===== config.mk =====
export PLATFORM = sky130hd
export DESIGN_NAME = cpu_sequencer
export DESIGN_NICKNAME = d
export VERILOG_FILES = /design/src/rtl/cpu_sequencer.sv
export SDC_FILE = /design/constraint.sdc
export NUM_CORES = 1
export LEC_CHECK = 0
export ABC_AREA = 0
export CAP_MARGIN = 25
export CORE_UTILIZATION = 43
export DETAILED_ROUTE_END_ITERATION = 8
export GPL_TIMING_DRIVEN = 0
export HOLD_SLACK_MARGIN = 0.15
export PLACE_DENSITY = 0.76
export RECOVER_POWER = 100
export SETUP_SLACK_MARGIN = 0.3
export SLEW_MARGIN = 5
export SYNTH_ARGS = -nofsm -noshare
export SYNTH_HDL_FRONTEND = slang
export SYNTH_SLANG_ARGS = --single-unit

===== constraint.sdc =====
create_clock -name clk -period 1.91 [get_ports clk]
set_clock_uncertainty 0.2 [all_clocks]
set_input_delay 0.4775 -clock clk [delete_from_list [all_inputs] [get_ports clk]]
set_output_delay 0.4775 -clock clk [all_outputs]
set_load 0.01 [all_outputs]

===== src/rtl/cpu_sequencer.sv =====
// FETCH->EXEC->WB control unit for the 8-bit accumulator computer, with run/step/halt control.
// Optional JMP instruction (IR[8:4]==5'b10010) is enabled by defining CTRL_JUMP_EN.
module cpu_sequencer #(
    parameter int PC_W    = 4,
    parameter int INSTR_W = 9,
    parameter int CNT_W   = 16
) (
    input  logic               clk,
    input  logic               rst_n,
    input  logic               run,
    input  logic               step_req,
    output logic               step_ack,
    input  logic               halt_req,
    input  logic [INSTR_W-1:0] instr,
    output logic [PC_W-1:0]    pc,
    output logic               load_a,
    output logic               load_b,
    output logic               mux_b_sel,
    output logic [1:0]         alu_sel,
    output logic               busy,
    output logic               halted,
    output logic [CNT_W-1:0]   retired
);

    typedef enum logic [2:0] {
        S_IDLE,
        S_FETCH,
        S_EXEC,
        S_WB,
        S_HALT
    } state_t;

    state_t             state, state_d;
    logic [INSTR_W-1:0] ir, ir_d;
    logic [PC_W-1:0]    pc_d;
    logic [CNT_W-1:0]   retired_d;
    logic               step_flag, step_d;
    logic               hreq_flag, hreq_d;
    logic               is_halt, is_jmp;

    assign is_halt = (ir[8:4] == 5'b10011);
`ifdef CTRL_JUMP_EN
    assign is_jmp  = (ir[8:4] == 5'b10010);
`else
    logic unused_lit;
    assign is_jmp     = 1'b0;
    assign unused_lit = ^ir[3:0];
`endif

    // WB-side effects (pc, retired, loads, step_ack) are registered on the EXEC->WB edge
    // so they are visible for exactly the WB cycle.
    always_comb begin
        state_d   = state;
        ir_d      = ir;
        pc_d      = pc;
        retired_d = retired;
        step_d    = step_flag;
        hreq_d    = hreq_flag;
        case (state)
            S_IDLE: begin
                if (run) begin
                    state_d = S_FETCH;
                    step_d  = 1'b0;
                end else if (step_req) begin
                    state_d = S_FETCH;
                    step_d  = 1'b1;
                end
            end
            S_FETCH: begin
                ir_d    = instr;
                hreq_d  = hreq_flag | halt_req;
                state_d = S_EXEC;
            end
            S_EXEC: begin
                hreq_d  = hreq_flag | halt_req;
                state_d = S_WB;
                if (is_jmp)
                    pc_d = PC_W'(ir[3:0]);
                else if (!is_halt)
                    pc_d = pc + PC_W'(1);
                if (retired != '1)
                    retired_d = retired + CNT_W'(1);
            end
            S_WB: begin
                step_d = 1'b0;
                hreq_d = 1'b0;
                if (is_halt)
                    state_d = S_HALT;
                else if (hreq_flag || halt_req || step_flag || !run)
                    state_d = S_IDLE;
                else
                    state_d = S_FETCH;
            end
            S_HALT:  state_d = S_HALT;
            default: state_d = S_IDLE;
        endcase
    end

    always_ff @(posedge clk) begin
        if (!rst_n) begin
            state     <= S_IDLE;
            ir        <= '0;
            pc        <= '0;
            retired   <= '0;
            step_flag <= 1'b0;
            hreq_flag <= 1'b0;
            load_a    <= 1'b0;
            load_b    <= 1'b0;
            step_ack  <= 1'b0;
            mux_b_sel <= 1'b0;
            alu_sel   <= '0;
            busy      <= 1'b0;
            halted    <= 1'b0;
        end else begin
            state     <= state_d;
            ir        <= ir_d;
            pc        <= pc_d;
            retired   <= retired_d;
            step_flag <= step_d;
            hreq_flag <= hreq_d;
            load_a    <= (state == S_EXEC) && ir[6] && !is_halt && !is_jmp;
            load_b    <= (state == S_EXEC) && ir[7] && !is_halt && !is_jmp;
            step_ack  <= (state == S_EXEC) && step_flag;
            mux_b_sel <= (state_d == S_EXEC || state_d == S_WB) && ir_d[8];
            alu_sel   <= (state_d == S_EXEC || state_d == S_WB) ? ir_d[5:4] : 2'b00;
            busy      <= (state_d == S_FETCH || state_d == S_EXEC || state_d == S_WB);
            halted    <= (state_d == S_HALT);
        end
    end

endmodule

### Word-level counts from Yosys, hierarchy flattened

Cells that the tools add are included.
W data, S select, Z words.

* add/subtract/negate cells: 2
* bitwise operators: 2
* multiplexer cells: 10
* reductions and logical operators: 22
* equality and inequality tests: 11

Operators with widths (count)
* $add A16 B1 Y16 const B: 1
* $ne A16 B16 Y1 const B: 1
* $pmux W3 S5: 1
* $eq A3 B2 Y1 const B: 4
* $mux W3: 3
* $mux W9: 1
* $reduce_and A2 Y1: 4
* $eq A3 B1 Y1 const B: 2
* $eq A3 B3 Y1 const B: 2
* $logic_and A1 B1 Y1: 6
* $logic_or A1 B1 Y1: 6
* $eq A5 B5 Y1 const B: 1
* $add A4 B1 Y4 const B: 1
* $pmux W1 S2: 2
* $reduce_bool A2 Y1: 2
* $logic_not A3 Y1: 1
* $mux W1: 3
* $ne A3 B3 Y1 const B: 1
* $logic_not A1 Y1: 2
* $reduce_or A2 Y1: 1
* $not A1 Y1: 1
* $or A1 B1 Y1: 1

* logic and storage cells: 61
* output and inout bits: 28
* input bits: 14
* register bits: 42

### Longest topological paths before layout

Gate-level depths: netlist (run 1).

* depth after elaboration: 9
* mapped depth: 6

### Worst setup path after synthesis (run 1)

OpenSTA, ideal clock, no wires.

* kind: reg-to-reg
* start point: reg retired[0]
* end point: reg retired[11]
* required time: 1640 ps
* arrival: 1591 ps
* setup slack: 49 ps
* setup time: 70 ps
* stages on the path, launching flop included: 6
* path through: dfxtp_1 > ha_1 > nand3_1 > o2111ai_1 > or4_1 > a21oi_1

* word-level cells in the longest chain between the ends: 2

Ends and longest elaborated chain
* start, declared: line 22 `output logic [CNT_W-1:0] retired`
* start signal, assigned: line 118 `retired <= retired_d;`
* parallel branches: the longest is 2 deep, another holds $add A16 B1 Y16

Parallel ways; which one is timed is not known.
A chain may end at the register's enable or synchronous reset.

### Worst setup path in the final report (run 1)

* start point: reg state[1]
* end point: reg retired[11]

* word-level cells in the longest chain between the ends: 2

Ends and longest elaborated chain
* start, declared: line 33 `state_t state, state_d;`
* start signal, assigned: line 115 `state <= state_d;`
* $eq A3 B2 Y1: line 59 `case (state)`
* $reduce_and A2 Y1 (no source line)

Every way passes these cells.

==> results of run 1 <==
-- final cells by class --
type	count	share of cell area, %
multi-input cells	128	38.9
plain buffers	7	2.43
inverters	3	0.486
repair buffers	63	21.1
flip-flops and latches	38	31.3
clock inverters	1	0.194
well taps	46	2.24
clock buffers	7	3.35
-- worst max-delay path: stages (launching register included) --
cell and delay (ps):
dfxtp_2 320, buf_6 90, nor3b_4 280, nand4_2 190, buf_6 180, or4_1 450
a21oi_1 120
-- cell usage in the layout (no fill, tap or decap), types with 4 or more instances in the layout --
master	instances
nor2_1	13
or3_1	4
nor3_1	6
dfxtp_2	15
clkbuf_2	7
buf_4	21
dfxtp_4	7
nand4_1	4
buf_6	7
clkdlybuf4s50_1	8
a21oi_1	13
dlygate4sd2_1	9
mux2i_1	5
dfxtp_1	16
nand3_1	9
clkbuf_8	6
or4_1	4
clkdlybuf4s15_1	14
nand2_1	14
-- metrics by stage --
stage | hold slack (ps) | setup TNS, ps | util, % | setup slack (ps)
global route | 309 | -403 | 74.2 | -89.7
global placement | 266 | -6100 | 60.6 | -531
floorplan | 265 | 0 | - | 144
CTS | 288 | 0 | 66.5 | 38.2
finish | 286 | 0 | 74.2 | 8.53
detailed placement | 274 | -6950 | 60.6 | -594
-- cell families after synthesis --
kind of cell             after synthesis
adder cells (fa/ha/maj)                2
XOR/XNOR                               2
buffers and inverters                 10
multiplexers                           8
AND/OR/NAND/NOR                       81
flip-flops                            38
AO/OA/AOI/OAI                         35
-- power breakdown --
group          switching, uW  leakage [uW]  internal (uW)
Clock                    271     0.0000482            291
Sequential              27.0      0.000321            812
Combinational            103      0.000635            116
Total                    401       0.00100           1220
-- final timing paths --
check | slack, ps | depth (start not counted) | endpoint | start
worst max register to register | 9 | 6 | retired[11]$_SDFFE_PN0P_ | state[1]$_SDFF_PN0_
worst min-delay path | 290 | 2 | retired[14]$_SDFFE_PN0P_ | retired[14]$_SDFFE_PN0P_
worst min register to register | 290 | 2 | retired[14]$_SDFFE_PN0P_ | retired[14]$_SDFFE_PN0P_
worst max-delay path | 9 | 6 | retired[11]$_SDFFE_PN0P_ | state[1]$_SDFF_PN0_
-- sequential cells by signal, indices dropped and copies added, names as in the netlist --
| signal | count |
|---|---|
| retired | 16 |
| ir | 5 |
| pc | 4 |
| state | 3 |
| alu_sel | 2 |
| busy | 1 |
| halted | 1 |
| hreq_flag | 1 |
| load_a | 1 |
| load_b | 1 |
| mux_b_sel | 1 |
| step_ack | 1 |
| step_flag | 1 |
-- repair_timing --
action / CTS / global route
resized for setup: 67 / 61
pin swaps: 11 / 22
buffers inserted: 10 / 14
gates cloned: 1 / 1
setup endpoints to repair: 64 / 47
-- layer usage --
| layer | GRT usage (%) | share of wire (%) |
|---|---|---|
| met1 | 24.8 | 39 |
| met2 | 39.8 | 53 |
| met3 | 5.62 | 6.3 |
| met4 | 9.66 | 1.6 |
| met5 | 0 | 0 |
==> flow_summary.yaml, run 1 <==
synthesis:
  synth_seq_cells: 38
  synth_top_area_share_pct: 47.0
  synth_cells: 176
  synth.distinct_cells: 43
  synth_nets: 192
  synth-seq-area-share_pct: 47.0
  yosysTopAreaCell: "dfxtp_1"
  synthAdderAreaFrac_pct: 1.55
  synthSimpleGateAreaFrac_pct: 28.7
  yosys.cell_count.top_type: "dfxtp_1"
  muxShareOfSynthArea_pct: 4.95
  synth_top_family_by_area: "simple AND/OR/NAND/NOR gates"
  synth_area_leaders: "dfxtp_1, mux2i_1, a21oi_1"
  synth_common_cells: "dfxtp_1, a21oi_1, nand2_1"
  async_reset_ff_share_pct: 0
  synth_ff_type: "dfxtp_1"
  avgSynthCellArea_um2: 9.20
  synth_edf_count: 0
  synth_xor_area_share_pct: 1.08
  synth_compound_area_share_pct: 13.5
  synthesis.area_um2: 1620
  yosysWarningCount: 0
routing:
  avgViaCountPerCell: 5.62
  wl_per_cell_um: 15.8
  vias: 1646
  drc: 0
  dr.pass1.iters: 4
  totalWireLength_um: 4630
  drt_iter0_drc: 69
  ant_nets: 0
global_route:
  grt_pass1_vias: 1551
  grt_pass1_wl_um: 7000
  antenna_found_initial: 0
  grt_max_degree: 12
  grt.overflow.total: 0
  grtUsageTotal_pct: 22.3
setup_path:
  arrival_ps: 1920
  cp_max_fo: 5
  worstSetupStartpointType: "register"
  crit_type: "register to register"
  critPathCaptureType: "register"
  critical_path_required_ps: 1930
run_status:
  status: "completed"
cts:
  holdBufCountCts: 0
  cts_tree: "yes"
  clock-sinks: 38
  clock_latency_ps: 290
  clk_pin_slew_worst_paths_ps: 70
  clockBufferDepth: 2
  htree_num_levels: 2
  cts_root_buffer: "clkbuf_8"
  numCtsBuffers: 5
final_layout:
  synthToLayoutAreaGrowth_pct: 59.0
  final_nets: 262
  seqCellArea_um2: 806
  layout-drive-gt1-share_pct: 40.9
  multi_input_area_um2: 1000
  diodes: 0
  fill_cells: 242
  fin_area_um2: 2570
  fin_cells: 293
power:
  peakVddDrop_mv: 0.489
  power_density_nw_per_um2: 629
  p_leak_uw: 0.00100
  p_total_uw: 1620
timing:
  fin_crit_sh_pct: 99.6
  setup_violations: 0
  rsz0062_at_grt: "yes"
  fin_crit_ps: 1900
  slew_headroom_pct: 67.8
  worst_pin_slew_ps: 482
  fmaxAchievable_ghz: 0.526
  finalMaxSlewViolations: 0
  hold_viol_final: 0
placement:
  numPortBuffers: 37
  detailed_place_hpwl_um: 2800
  place_congestion: 0.876
  placed_cells: 259
  dpl_cell_area_um2: 2100
die:
  start_util_pct: 46.7
  rows: 21
  dieHeight_um: 63.4
  coreArea_um2: 3470
  dieArea_um2: 4010
  top_level_ports: 42
  die_w_um: 63.4
job:
  maxCapViolations: 0
min_path:
  min_path_type: "register to register"
(Power assumes the default switching activity.)
==> run 2: changes to the inputs <==
- SLEW_MARGIN: 5 -> default
==> results of run 2 <==
The final DEF is identical to that of run 1; final timing and power are the same.
==> run 3: changes to the inputs <==
- MAX_ROUTING_LAYER: default -> met4
==> run 3 against run 2 <==
Against the previous run: wire length shrank 0.63%; non-clock buffer count unchanged; die area is the same; core utilization is the same; sequential power hardly changed; sequential share of layout area stayed put; via count barely moved; global-route usage grew 0.63 points; setup slack better by 1.2 ps; critical path type unchanged; largest cell class unchanged.
==> flow_summary.yaml, run 3 (synthesis results as in run 1) <==
cts:
  cts_tree: "yes"
  cts_root_buffer: "clkbuf_8"
  clock-sinks: 38
  clk_pin_slew_worst_paths_ps: 70
  numCtsBuffers: 5
  clockBufferDepth: 2
  clock_latency_ps: 290
  holdBufCountCts: 0
  htree_num_levels: 2
timing:
  finalMaxSlewViolations: 0
  rsz0062_at_grt: "yes"
  fin_crit_ps: 1900
  fmaxAchievable_ghz: 0.526
  fin_crit_sh_pct: 99.5
  slew_headroom_pct: 68.6
  hold_viol_final: 0
  worst_pin_slew_ps: 471
  setup_violations: 0
global_route:
  grtUsageTotal_pct: 23.0
  grt_pass1_vias: 1550
  grt.overflow.total: 0
  grt_max_degree: 12
  antenna_found_initial: 0
  grt_pass1_wl_um: 7000
placement:
  place_congestion: 0.890
  numPortBuffers: 37
  dpl_cell_area_um2: 2100
  placed_cells: 259
  detailed_place_hpwl_um: 2800
power:
  clkPwrFrac_pct: 34.7
  power_density_nw_per_um2: 629
  power_switching_uw: 400
  pwr-share-seq_pct: 51.8
  combPwrFrac_pct: 13.5
  internal_power_uw: 1220
  peakVddDrop_mv: 0.489
  p_leak_uw: 0.00100
  p_sw_share_pct: 24.7
final_layout:
  largest_register_ffs: 16
  layout_common_cells: "buf_4, dfxtp_1, dfxtp_2, nand2_1, clkdlybuf4s15_1"
  diodes: 0
  fin_cells: 293
  final_common_cell: "buf_4"
  largest-register: "retired"
  final_nets: 262
  fin_area_um2: 2570
  multi_input_area_um2: 1000
  fill_cells: 242
  layout-drive-gt1-share_pct: 40.9
  seqCellArea_um2: 806
  synthToLayoutAreaGrowth_pct: 59.0
  reg_top3: "retired: 16 flops, ir: 5 flops, pc: 4 flops"
setup_path:
  cp_max_fo: 5
  critical_path_required_ps: 1930
  reg2reg_depth: 6
  reg2reg_slack_ps: 10
  worstReg2RegStart: "state[1]$_SDFF_PN0_"
  arrival_ps: 1920
  r2r_end: "retired[11]$_SDFFE_PN0P_"
  worstSetupStartpointType: "register"
  crit_type: "register to register"
  critPathCaptureType: "register"
routing:
  avgViaCountPerCell: 5.61
  vias: 1645
  wl_per_cell_um: 15.7
  drc: 0
  dr.pass1.iters: 4
  totalWireLength_um: 4600
  drt_iter0_drc: 74
  ant_nets: 0
die:
  die_w_um: 63.4
  top_level_ports: 42
  coreArea_um2: 3470
  start_util_pct: 46.7
  dieArea_um2: 4010
  dieHeight_um: 63.4
  rows: 21
min_path:
  min_path_type: "register to register"
  hold_start: "retired[14]$_SDFFE_PN0P_"
  holdPathEnd: "retired[14]$_SDFFE_PN0P_"
  hold_depth: 2
job:
  maxCapViolations: 0
run_status:
  status: "completed"
==> run 3: cell counts in the layout (fill, tap and decap cells not counted) <==
No cell type changed its count.
==> run 3: layout make-up <==
class                           count  area share, %
Inverter                            3          0.486
Clock inverter                      1          0.194
Sequential cell                    38           31.3
Clock buffer                        7           3.35
Tap cell                           46           2.24
Buffer                              7           2.43
Timing Repair Buffer               63           21.1
Multi-Input combinational cell    128           38.9
==> run 3: what timing repair did <==
action                     in CTS  in global routing
pin swaps                      11                 22
gates cloned                    1                  1
setup endpoints to repair      64                 47
resized for setup              67                 61
setup buffers                  10                 14
==> run 3: power groups by stage <==
| stage | logic (uW) | registers [uW] | clock network (uW) |
|---|---|---|---|
| after floorplan | 89.8 | 859 | 0 |
| after global placement | 153 | 857 | 0 |
| after detailed placement | 158 | 859 | 0 |
| after CTS | 165 | 842 | 569 |
| after global routing | 236 | 842 | 608 |
| final | 219 | 839 | 562 |
==> run 3: worst max path at each step <==
stage	from	end	slack, ps
after global placement	rst_n	retired[0]$_SDFFE_PN0P_	-530
after detailed placement	rst_n	retired[0]$_SDFFE_PN0P_	-590
after floorplan	retired[1]$_SDFFE_PN0P_	retired[9]$_SDFFE_PN0P_	140
after global routing	state[1]$_SDFF_PN0_	retired[11]$_SDFFE_PN0P_	-90
final	state[1]$_SDFF_PN0_	retired[11]$_SDFFE_PN0P_	10
after CTS	state[1]$_SDFF_PN0_	retired[7]$_SDFFE_PN0P_	40
==> run 3: metrics by stage <==
step	TNS, ps	utilization [%]	power, uW	setup slack, ps	hold WS, ps
2_1_floorplan	0	-	949	144	265
3_3_place_gp	-6100	60.6	1010	-531	266
3_5_place_dp	-6950	60.6	1020	-594	274
4_1_cts	0	66.5	1580	38.2	288
5_1_grt	-403	74.2	1690	-89.7	309
6_report	0	74.2	1620	9.72	287
==> run 3: worst max-delay path, cell delays in order (launching register included) <==
cell     delay [ps]
dfxtp_2         320
buf_6            90
nor3b_4         270
nand4_2         190
buf_6           180
or4_1           450
a21oi_1         120
==> run 3: routing by layer <==
metal / track usage, % / wire length (um) / up-vias
li1: - / - / 791
met2: 39.8 / 2450 / 60
met4: 9.66 / 77 / 0
met5: - / 0 / -
met1: 24.9 / 1790 / 786
met3: 5.43 / 282 / 8
